<file path="src/rtl/stim_channel_encoder.sv">
// Stimulation channel encoder: captures per-channel request edges into a sticky
// pending set, arbitrates, and offers one 3-bit channel index at a time over Valid/Ack.
module stim_channel_encoder #(
    parameter bit RR_EN = 1'b1
) (
    input  logic       CLK,
    input  logic       RST,
    input  logic [7:0] Req,
    input  logic       Enable,
    input  logic       Ack,
    output logic [2:0] Bout,
    output logic       Valid,
    output logic [7:0] Pend,
    output logic       Miss
);

    typedef enum logic {
        S_IDLE  = 1'b0,
        S_OFFER = 1'b1
    } state_t;

    state_t     r_state;
    state_t     w_state_nxt;
    logic [7:0] r_req_q;
    logic [7:0] r_pend;
    logic [2:0] r_bout;
    logic [2:0] r_ptr;
    logic       r_miss;

    logic [7:0] w_rise;
    logic [7:0] w_clr;
    logic [7:0] w_pend_eff;
    logic [2:0] w_start;
    logic [2:0] w_sel;
    logic       w_load;
    logic       w_ack_take;

    // Returns the first set bit of pend at or after start, wrapping 7->0.
    // Scanning offsets high-to-low lets the closest hit win without a break.
    function automatic logic [2:0] f_select(input logic [7:0] pend, input logic [2:0] start);
        logic [2:0] idx;
        logic [2:0] sel;
        sel = start;
        for (int k = 7; k >= 0; k--) begin
            idx = start + 3'(k);
            if (pend[idx]) begin
                sel = idx;
            end
        end
        return sel;
    endfunction

    assign w_rise     = Req & ~r_req_q;
    assign w_start    = RR_EN ? r_ptr : 3'd0;
    assign w_sel      = f_select(r_pend, w_start);
    assign w_clr      = w_ack_take ? (8'b0000_0001 << r_bout) : 8'b0000_0000;
    // A rise on the channel being acknowledged re-arms it instead of counting as a miss.
    assign w_pend_eff = r_pend & ~w_clr;

    always_comb begin
        // NOTE: every combinational output gets a default first so no path
        // through the case leaves it unassigned (which would infer a latch).
        w_state_nxt = r_state;
        w_load      = 1'b0;
        w_ack_take  = 1'b0;
        case (r_state)
            S_IDLE: begin
                if (Enable && (r_pend != 8'h00)) begin
                    w_state_nxt = S_OFFER;
                    w_load      = 1'b1;
                end
            end
            S_OFFER: begin
                if (Ack) begin
                    w_state_nxt = S_IDLE;
                    w_ack_take  = 1'b1;
                end
            end
            default: begin
                w_state_nxt = S_IDLE;
            end
        endcase
    end

    // NOTE: sequential state uses non-blocking assignments so every register
    // samples the pre-edge values regardless of statement order.
    always_ff @(posedge CLK) begin
        if (RST) begin
            r_state <= S_IDLE;
            r_req_q <= 8'hFF;
            r_pend  <= 8'h00;
            r_bout  <= 3'd0;
            r_ptr   <= 3'd0;
            r_miss  <= 1'b0;
        end else begin
            r_state <= w_state_nxt;
            r_req_q <= Req;
            r_pend  <= w_pend_eff | w_rise;
            r_miss  <= |(w_rise & w_pend_eff);
            if (w_load) begin
                r_bout <= w_sel;
            end
            if (w_ack_take) begin
                r_ptr <= r_bout + 3'd1;
            end
        end
    end

    assign Bout  = r_bout;
    assign Valid = (r_state == S_OFFER);
    assign Pend  = r_pend;
    assign Miss  = r_miss;

    // An outstanding offer must not change until it is acknowledged.
    a_offer_stable : assert property (@(posedge CLK) disable iff (RST)
        (Valid && !Ack) |=> (Valid && $stable(Bout)));

    a_gap_after_ack : assert property (@(posedge CLK) disable iff (RST)
        (Valid && Ack) |=> !Valid);

endmodule

</file>
<file path="config.mk">
export PLATFORM = sky130hd
export DESIGN_NAME = stim_channel_encoder
export DESIGN_NICKNAME = d
export VERILOG_FILES = /design/src/rtl/stim_channel_encoder.sv
export SDC_FILE = /design/constraint.sdc
export NUM_CORES = 1
export LEC_CHECK = 0
export ABC_AREA = 1
export BUFFER_PORTS_ARGS = -buffer_cell sky130_fd_sc_hd__buf_2
export CAP_MARGIN = 10
export CORE_UTILIZATION = 51
export DETAILED_ROUTE_END_ITERATION = 7
export PLACE_DENSITY = 0.79
export SETUP_SLACK_MARGIN = 0.02
export SYNTH_ARGS = -nofsm -noshare
export SYNTH_HDL_FRONTEND = slang
export SYNTH_SLANG_ARGS = --single-unit
</file>
<file path="constraint.sdc">
create_clock -name CLK -period 1.9 [get_ports CLK]
set_clock_uncertainty 0.05 [all_clocks]
set_input_delay 0.19 -clock CLK [delete_from_list [all_inputs] [get_ports CLK]]
set_output_delay 0.19 -clock CLK [all_outputs]
set_load 0.02 [all_outputs]
</file>
After elaboration in Yosys (flattened, before gate mapping)
Cells that the tools add are included.

Bits in registers: 24. Input port bits: 12. Word-level logic and storage cells: 64.

$add $sub $neg: 8. Order comparisons: 8. Shifts and indexed selects: 1. Mux-type cells: 31. Bitwise gates (word level): 7. Reductions and logical operators: 3.

Operators by type and width (number): less-than comparator 3 x 4 -> 1 bit (second input constant) (8); AND 8 bit (3); binary-select mux 1 bit (select 3 bit) (8); 2-to-1 mux 3 bit (8); NOT 8 bit (2); 2-to-1 mux 1 bit (13); adder 3 bit (second input constant) (4); 2-to-1 mux 8 bit (1); OR 8 bit (1); nonzero test 8 bit (1); OR reduction 8 bit (1); << shifter 1 x 3 -> 8 bit (first input constant) (1); adder 3 x 1 -> 3 bit (second input constant) (2); adder 3 x 2 -> 3 bit (second input constant) (2); one-hot mux 1 bit (2 select lines) (1); logical AND 1 bit (1); NOT 1 bit (1).

Depth between registers and ports, before layout
Gate-level depths: netlist (run 1).

Word-level depth: 11. Depth in mapped cells: 20. Mapped depth without buffers: 18.

Worst setup path before layout (run 1)
No wires, ideal clock.

Path kind: register to register. From: register r_ptr[0]. To: register r_bout[0], in the netlist Bout[0]. Setup time: 117 ps. Arrival: 1908 ps. Required time: 1733 ps. Slack: -175 ps. Cell stages (with the launch flop): 19. Buffers on the path: 2. Clock period less this slack: 2075 ps. Cell sequence: dfxtp_1 > buf_6 > inv_6 > buf_12 > ha_1 > inv_2 > nand3_1 > nand3_2 > nand2_2 > inv_1 > nand2_1 > nand2_1 > nand2_1 > nand2_1 > nand2_2 > nand3_1 > nand2_1 > nor2_1 > nor2_1.

Cells in the longest elaborated chain, start to end: 11. Elaborated cells on any way between the ends: 31. Classes of those cells: add/sub (7); mux (24).

RTL lines: start, declared (RTL line 27) `logic [2:0] r_ptr;`; start signal, assigned (RTL line 104) `r_ptr <= r_bout + 3'd1;`; adder 3 bit (RTL line 45) `idx = start + 3'(k);`; binary-select mux 1 bit (select 3 bit) (RTL line 46) `if (pend[idx]) begin`; 2-to-1 mux 1 bit (implied by the code) (RTL line 46); 2-to-1 mux 3 bit (7 in series) (RTL line 46); 2-to-1 mux 3 bit * (RTL line 46); end signal, assigned (RTL line 101) `r_bout <= w_sel;`; end, declared (RTL line 26) `logic [2:0] r_bout;`.

Every way passes the cells marked *; elsewhere a longest branch is shown, timed or not. The select of a mux whose other input is x is not followed. A chain may end at the register's enable or synchronous reset.

Worst setup path in the final report (run 1)
Same ends and word-level chain as after synthesis.

==> results of run 1 <==
path summary, 6_finish.rpt:
kind                              start                     to  slack (ns)
hold reg to reg        Valid$_SDFF_PP0_       Valid$_SDFF_PP0_        0.46
setup reg to reg  r_ptr[0]$_SDFFE_PP0P_   Bout[0]$_SDFFE_PP0P_        0.07
hold / removal                   Req[7]  r_req_q[7]$_SDFF_PP1_        0.01
setup / recovery  r_ptr[0]$_SDFFE_PP0P_   Bout[0]$_SDFFE_PP0P_        0.07
sequential cells by signal (all words and copies together) (netlist names):
name / cells
Bout: 3
Valid: 1
Pend: 8
r_ptr: 3
r_req_q: 8
Miss: 1
layout make-up:
class	count	area, sq um
repair buffers	33	213
inverters	45	181
multi-input cells	174	1110
fillers	296	1040
well taps	44	55.1
flip-flops and latches	24	489
clock buffers	4	36.3
kinds of logic (layout without fill, tap and decap cells):
family	after synthesis	count (layout)
simple gates	126	126
buf+inv	51	82
compound gates	37	37
flops	24	24
fa+ha+maj	8	8
xor+xnor	3	3
stage by stage:
| step | hold WS, ns | setup slack (ns) | util, % | instances | TNS (ns) |
|---|---|---|---|---|---|
| 6_report | 0.0111 | 0.0730 | 66.6 | 324 | 0 |
| 4_1_cts | 0.0194 | 0.0446 | 64.0 | 322 | 0 |
| 3_3_place_gp | 0.340 | 0.0579 | 62.8 | 318 | 0 |
| 3_5_place_dp | 0.345 | 0.0478 | 62.8 | 318 | 0 |
| 5_1_grt | 0.00686 | -0.0822 | 66.6 | 324 | -0.236 |
| 2_1_floorplan | 0.247 | 0.0276 | - | 249 | 0 |
cell usage after synthesis, types with 3 or more instances:
library cell  number
nand2_4            5
nand2_2            6
a21oi_1           19
a21oi_2            3
inv_1             38
o22ai_1            4
o21ai_0            5
inv_2              5
nand3_2           10
nand2_1           62
nor2_1             4
ha_1               8
dfxtp_1           24
or2_2              8
a31oi_1            6
nand3_1           26
worst max-delay path: stages (launching register included):
cell and delay (ns):
dfxtp_4 0.40, inv_6 0.04, ha_4 0.33, nand3_2 0.13, nand3_4 0.12, nand2_2 0.06, nand2_1 0.07, nand2_1 0.05
nand2_1 0.05, nand2_1 0.04, nand2_1 0.06, nand2_2 0.06, nand3_1 0.06, nand2_1 0.05, nor2_1 0.10, nor2_1 0.04
repair_timing:
item                                    4_1_cts  5_1_grt
pin swaps                                     0        9
cloned                                        0        0
setup buffers                                 0        2
resized for setup                             1       16
endpoints found under the setup margin        1        3
per-layer routing:
metal,global-route usage (%),up-vias
met5,0,-
met3,1.52,9
met2,42.5,50
met1,28.2,750
li1,-,857
met4,11.0,0
report_power, final:
group          switching [mW]  total, mW  internal [mW]
Combinational           0.350      0.576          0.226
Clock                   0.146      0.263          0.117
Sequential             0.0406      0.578          0.538
==> metrics.yaml, run 1 <==
relSlewSlack_pct: 77.9
diodes: 0
dp_hpwl_microns: 3190
cts_buffer_depth: 2
cp.required_ns: 2.06
synth-xor-area-share_pct: 2.60
fin_crit_ns: 1.83
drtPass1Iterations: 4
synth-seq-area-share_pct: 27.8
synthTopCellsByArea: "dfxtp_1 (28%), nand2_1 (13%), inv_1 (8.2%)"
htree_levels: 1
numCtsBuffers: 3
cts.clk_slew.worst_paths_ns: 0.13
antenna_found_initial: 0
wl_per_cell_microns: 12.1
powerDensity_nw_per_um2: 680
cts_tree: "yes"
dr.max_layer_used: "met4"
ys_types: 29
fp.dieH_microns: 60.2
portBuffers: 24
yosys_most_used_dff: "dfxtp_1"
drive_above_1_share_pct: 32.9
status: "finished, final reports clean"
async_flop_share_pct: 0
reg2regPathDepth: 15
fin_area_sq_um: 2080
yosys.area_share.simple_pct: 38.4
yosysWarnings: 0
synth_area_sq_um: 1730
synth_top_family_by_area: "simple AND/OR/NAND/NOR gates"
synth_compound_area_share_pct: 12.1
wl_met1_microns: 1710
drc: 0
maxCapViolCount: 0
holdPathStages: 2
nets: 301
wl_met3_microns: 167
startpoint_type: "flop"
synth_edf_count: 0
grt_max_degree: 22
final_common_cell: "nand2_1"
first_iter_violations: 90
syn_area_per_cell_sq_um: 6.94
die-area_sq_um: 3630
gp_routability_congestion: 0.966
ant_nets: 0
cts_hold_buf: 0
insertion_delay_ns: 0.32
synthToLayoutAreaGrowth_pct: 20.6
fmax_mhz: 547
place_area_sq_um: 1960
synthCells: 249
grt-ovfl-total: 0
core_sq_um: 3130
power.total_mw: 1.42
rows: 20
root_buffer: "clkbuf_4"
worst_ep_arrival_time_ns: 1.99
power.ir.vdd_worst_uv: 432
vias: 1666
rsz0062_at_grt: "yes"
yosys.area.top_type: "dfxtp_1"
endpoint_kind: "flop"
setup_viol: 0
grt_pass1_wl_microns: 6410
hold_violations: 0
min_period_over_period_pct: 96.2
synthMuxAreaShare_pct: 0
tightest_slew_ns: 0.328
syn_nets: 269
cellLeakagePower_nw: 1.06
grt_use_total_pct: 23.6
via_per_inst: 5.14
cp_max_fo: 6
die_x_microns: 60.2
mostFrequentLayoutCells: "nand2_1 (60), inv_1 (38), buf_2 (24)"
drv_slew: 0
io_pins: 25
route.met2.wl_microns: 1970
yosysTopAreaCellShare_pct: 27.8
critPathKind: "reg2reg"
totalWireLength_microns: 3930
synthAdderAreaFrac_pct: 5.79
synth-seq-cells: 24
cts_sinks: 24
first_global_vias: 1599
floorplan.initialDensity_pct: 55.3
min_path_type: "in2reg"
Note: power is estimated with default switching activity, not from simulation.
==> inputs of run 2 (changes only) <==
- CORE_UTILIZATION: 51 -> 53
- CTS_BUF_LIST: unset -> sky130_fd_sc_hd__clkbuf_2 sky130_fd_sc_hd__clkbuf_4 sky130_fd_sc_hd__clkbuf_8
- PLACE_DENSITY: 0.79 -> 0.82
==> metrics.yaml, run 2 (synthesis gave the netlist of run 1 again) <==
endpoint_kind: "flop"
fin_crit_ns: 1.83  # +0.00338 ns
cellLeakagePower_nw: 1.08  # +1.8%
dp_worst_setup_slack_ns: -0.00623  # -0.0540 ns
power.total_mw: 1.53  # +7.8%
final_common_cell: "nand2_1"
min_period_over_period_pct: 96.3  # +0.18 points
cts_tree: "yes"
drtPass1Iterations: 4  # unchanged
final_util_pct: 68.5  # +1.8 points
startpoint_type: "flop"
first_global_vias: 1625  # +1.6%
maxCapViolCount: 0  # unchanged
tightest_slew_ns: 0.365  # +0.0371 ns
gp_routability_congestion: 0.945  # -2.1%
synthToLayoutAreaGrowth_pct: 21.9
relSlewSlack_pct: 75.4  # -2.5 points
numCtsBuffers: 3  # unchanged
insertion_delay_ns: 0.33  # about the same
htree_levels: 1  # unchanged
mostFrequentLayoutCells: "nand2_1 (61), inv_1 (38), buf_2 (24)"
worst_ep_arrival_time_ns: 2.05  # +0.06 ns
dp.cells: 318  # unchanged
rows: 20  # unchanged
grt-ovfl-total: 0  # unchanged
ant_nets: 0  # unchanged
hold_violations: 0  # unchanged
route.met2.wl_microns: 2180  # +11%
timing.setup.tns_ns: 0  # unchanged
status: "finished, final reports clean"
drv_slew: 0  # unchanged
root_buffer: "clkbuf_4"
first_iter_violations: 109  # +21%
wl_per_cell_microns: 12.7  # +4.6%
wl_met1_microns: 1710  # -0.41%
fmax_mhz: 546  # -0.18%
drc: 0  # unchanged
drive_above_1_share_pct: 31.7  # -1.2 points
dr.max_layer_used: "met4"
cts_sinks: 24  # unchanged
grt_use_total_pct: 25.1  # +1.5 points
fp.dieH_microns: 59.1  # -1.8%
diodes: 0  # unchanged
die-area_sq_um: 3500  # -3.7%
cp_max_fo: 6  # unchanged
cts.clk_slew.worst_paths_ns: 0.14  # about the same
grt_max_degree: 22  # unchanged
portBuffers: 24  # unchanged
cts_buffer_depth: 2  # unchanged
wl_met3_microns: 199  # +19%
power.ir.vdd_worst_uv: 572  # +32%
io_pins: 25  # unchanged
nets: 305  # +1.3%
fin_ws_ns: 0.0696  # -0.00338 ns
dp_hpwl_microns: 3160  # -0.68%
min_path_type: "in2reg"
powerDensity_nw_per_um2: 725  # +6.7%
totalWireLength_microns: 4160  # +5.9%
critPathKind: "reg2reg"
cp.required_ns: 2.12  # +0.06 ns
die_x_microns: 59.1  # -1.8%
grt_pass1_wl_microns: 6620  # +3.2%
floorplan.initialDensity_pct: 56.2  # +0.90 points
vias: 1695  # +1.7%
core_sq_um: 3080  # -1.6%
antenna_found_initial: 0  # unchanged
setup_viol: 0  # unchanged
via_per_inst: 5.17  # +0.50%
fin_cells: 328  # +1.2%
rsz0062_at_grt: "yes"
fillCellCount: 278  # -6.1%
run 2: worst max-delay path, cell delays in order, from the launching register on:
cell	delay [ns]
dfxtp_4	0.42
inv_6	0.05
ha_4	0.33
inv_8	0.06
nand3_2	0.09
nand3_2	0.09
nand2_1	0.07
nand3_1	0.06
nand2_1	0.06
nand2_1	0.04
nand2_1	0.05
nand2_1	0.05
nand2_1	0.05
nand2_1	0.05
nand2_1	0.06
nand2_1	0.05
a21oi_1	0.11
run 2: per-layer routing:
metal  global-route usage, %  vias to the layer above
met5                       0                        -
met4                    14.3                        0
li1                        -                      868
met3                    3.28                       10
met1                    27.5                      761
met2                    46.3                       56
run 2: path summary, 6_finish.rpt:
| kind | startpoint | to | slack (ns) | cells past startpoint |
|---|---|---|---|---|
| worst min register to register | Valid$_SDFF_PP0_ | Valid$_SDFF_PP0_ | 0.46 | 2 |
| worst max register to register | r_ptr[0]$_SDFFE_PP0P_ | Bout[2]$_SDFFE_PP0P_ | 0.07 | 16 |
| worst min-delay path | Req[4] | r_req_q[4]$_SDFF_PP1_ | 0.002 | 2 |
| worst max-delay path | r_ptr[0]$_SDFFE_PP0P_ | Bout[2]$_SDFFE_PP0P_ | 0.07 | 16 |
run 2: layout make-up:
| class | instances | area (sq um) | area share, % |
|---|---|---|---|
| multi-input cells | 174 | 1090 | 51.8 |
| clock buffers | 3 | 22.5 | 1.07 |
| repair buffers | 37 | 240 | 11.4 |
| well taps | 44 | 55.1 | 2.61 |
| flip-flops and latches | 24 | 485 | 23.0 |
| clock inverters | 1 | 30.0 | 1.43 |
| inverters | 45 | 181 | 8.61 |
run 2: report_power, final:
part	switching (mW)	leakage (nW)	internal, mW	total, mW
clock network	0.161	0.0279	0.214	0.375
registers	0.0388	0.199	0.538	0.577
logic	0.352	0.851	0.225	0.576
total	0.552	1.08	0.976	1.53
run 2: repair_timing:
action,4_1_cts,5_1_grt
pin swaps,0,4
endpoints found under the setup margin,3,3
hold endpoints to repair,0,4
buffers inserted,0,2
gates resized for setup,2,13
hold buffers,0,4
run 2: through the flow:
stage | hold WS (ns) | instance area, sq um
floorplan | 0.247 | 1770
global placement | 0.341 | 1940
detailed placement | 0.344 | 1940
CTS | 0.000234 | 2000
global route | 0.00185 | 2110
finish | 0.00186 | 2110
==> inputs of run 3 (changes only) <==
- CORE_ASPECT_RATIO: unset -> 0.8
==> metrics.yaml, run 3 (synthesis gave the netlist of run 1 again) <==
status: "finished, final reports clean"
insertion_delay_ns: 0.26  # -0.07 ns
cts_buffer_depth: 2  # unchanged
floorplan.initialDensity_pct: 55.6  # -0.54 points
core_sq_um: 3110  # +0.98%
nets: 304  # -0.33%
antenna_found_initial: 0  # unchanged
max_stage_delay_ns: 0.37  # -0.05 ns
cts_sinks: 24  # unchanged
cts_tree: "yes"
cellLeakagePower_nw: 1.07  # -0.45%
rows: 18  # -10%
drtPass1Iterations: 4  # unchanged
startpoint_type: "flop"
die_x_microns: 65.9  # +11%
rsz0062_at_grt: "yes"
crit_family: "simple AND/OR/NAND/NOR gates"
holdPathStages: 2  # unchanged
fillCellCount: 276  # -0.72%
root_buffer: "clkbuf_8"
mostFrequentLayoutCells: "nand2_1 (61), inv_1 (38), buf_2 (24)"
setup_viol: 0  # unchanged
fin_crit_ns: 1.82  # -0.0119 ns
critPathKind: "reg2reg"
crit_top_cell: "nand2_1"
portBuffers: 24  # unchanged
grt-ovfl-total: 0  # unchanged
grt_pass1_wl_microns: 6640  # +0.41%
drc: 0  # unchanged
totalWireLength_microns: 4090  # -1.8%
reg2regPathDepth: 16  # unchanged
min_period_over_period_pct: 95.7  # -0.63 points
hold_violations: 0  # unchanged
die-area_sq_um: 3500  # about the same
cp_cell_sequence: "inv_2 -> ha_4 -> inv_6 -> nand3_2 -> nand3_2 -> nand2_1 -> nand3_1 -> nand2_1 -> nand2_1 -> nand2_1 -> nand2_1 -> nand2_1 -> nand2_1 -> nand2_1 -> nand2_1 -> a21oi_2"
power.ir.vdd_worst_uv: 407  # -29%
synthToLayoutAreaGrowth_pct: 19.8
via_per_inst: 5.19  # +0.41%
cp_max_fo: 6  # unchanged
fp.dieH_microns: 53.1  # -10%
worst_ep_arrival_time_ns: 1.97  # -0.08 ns
ant_nets: 0  # unchanged
first_iter_violations: 123  # +13%
min_path_type: "in2reg"
endpoint_kind: "flop"
wl_per_cell_microns: 12.6  # -0.28%
tightest_slew_ns: 0.375  # +0.00983 ns
grt_use_total_pct: 25.3  # +0.15 points
cts.clk_slew.worst_paths_ns: 0.08  # -0.06 ns
relSlewSlack_pct: 75.0  # -0.43 points
maxCapViolCount: 0  # unchanged
seq_area_sq_um: 485  # unchanged
drv_slew: 0  # unchanged
final_common_cell: "nand2_1"
drive_above_1_share_pct: 33.6  # +1.9 points
htree_levels: 1  # unchanged
critPathSlowestCell: "dfxtp_2"
crit_cells: 16  # unchanged
fmax_mhz: 550  # +0.65%
gp_routability_congestion: 0.898  # -5.0%
fin_ws_ns: 0.0815  # +0.0119 ns
dp_hpwl_microns: 3150  # -0.52%
dp_worst_setup_slack_ns: 0.00221  # +0.00844 ns
numCtsBuffers: 3  # unchanged
diodes: 0  # unchanged
cp.required_ns: 2.05  # -0.07 ns
grt_max_degree: 22  # unchanged
vias: 1676  # -1.1%
path_buf_inv: 2  # unchanged
first_global_vias: 1457  # -10%
multi_input_area_sq_um: 1080  # -0.80%
power.total_mw: 1.49  # -2.7%
io_pins: 25  # unchanged
powerDensity_nw_per_um2: 718  # -1.0%
## run 3: changes by cell type in the layout (fill, tap and decap cells not counted), sizes merged
cell         previous run  this run
clkbuf                  3         4
buf                    33        36
bufinv                  1         0
dlygate4sd3             4         0
## run 3: report_power, final
| part | switching, mW | internal, mW | total, mW |
|---|---|---|---|
| Clock | 0.156 | 0.185 | 0.341 |
| Sequential | 0.0407 | 0.537 | 0.578 |
| Combinational | 0.348 | 0.219 | 0.567 |
| Total | 0.545 | 0.942 | 1.49 |
## run 3: through the flow
stage	cell area (sq um)	utilization [%]	std cells	hold WS, ns	TNS [ns]
2_1_floorplan	1770	-	249	0.247	0
3_3_place_gp	1950	62.7	316	0.340	0
3_5_place_dp	1950	62.7	316	0.345	0
4_1_cts	2010	64.7	320	0.0659	0
5_1_grt	2070	66.6	323	0.0632	-0.117
6_report	2070	66.6	323	0.0708	0
## run 3: worst paths after layout
path,startpoint,end,slack (ns)
setup reg to reg,r_ptr[1]$_SDFFE_PP0P_,Bout[2]$_SDFFE_PP0P_,0.08
setup / recovery,r_ptr[1]$_SDFFE_PP0P_,Bout[2]$_SDFFE_PP0P_,0.08
hold reg to reg,Valid$_SDFF_PP0_,Valid$_SDFF_PP0_,0.46
hold / removal,Req[4],r_req_q[4]$_SDFF_PP1_,0.07
## run 3: area by class of cell
cell class / instances / share of cell area [%]
Timing Repair Buffer: 36 / 10.5
Multi-Input combinational cell: 174 / 52.3
Inverter: 45 / 8.64
Tap cell: 40 / 2.42
Sequential cell: 24 / 23.4
Clock buffer: 4 / 2.66
## run 3: worst reg2reg max path, delay by kind of cell, from the launching register on
kind | cells | cell delay [ns]
fa+ha+maj | 1 | 0.33
compound gates | 1 | 0.12
simple gates | 12 | 0.77
flops | 1 | 0.37
buf+inv | 2 | 0.12
## run 3: what timing repair did
| action | in CTS | in global routing |
|---|---|---|
| setup buffers | 0 | 3 |
| pin swaps | 0 | 2 |
| endpoints found under the setup margin | 2 | 3 |
| resized for setup | 2 | 10 |
| hold buffers | 0 | 0 |
## run 3: layer usage
| metal | vias up | part of all wire [%] | GRT usage, % |
|---|---|---|---|
| li1 | 867 | - | - |
| met5 | - | 0 | 0 |
| met2 | 60 | 42 | 37.8 |
| met1 | 745 | 50 | 37.7 |
| met4 | 0 | 0.47 | 3.99 |
| met3 | 4 | 6.9 | 4.53 |
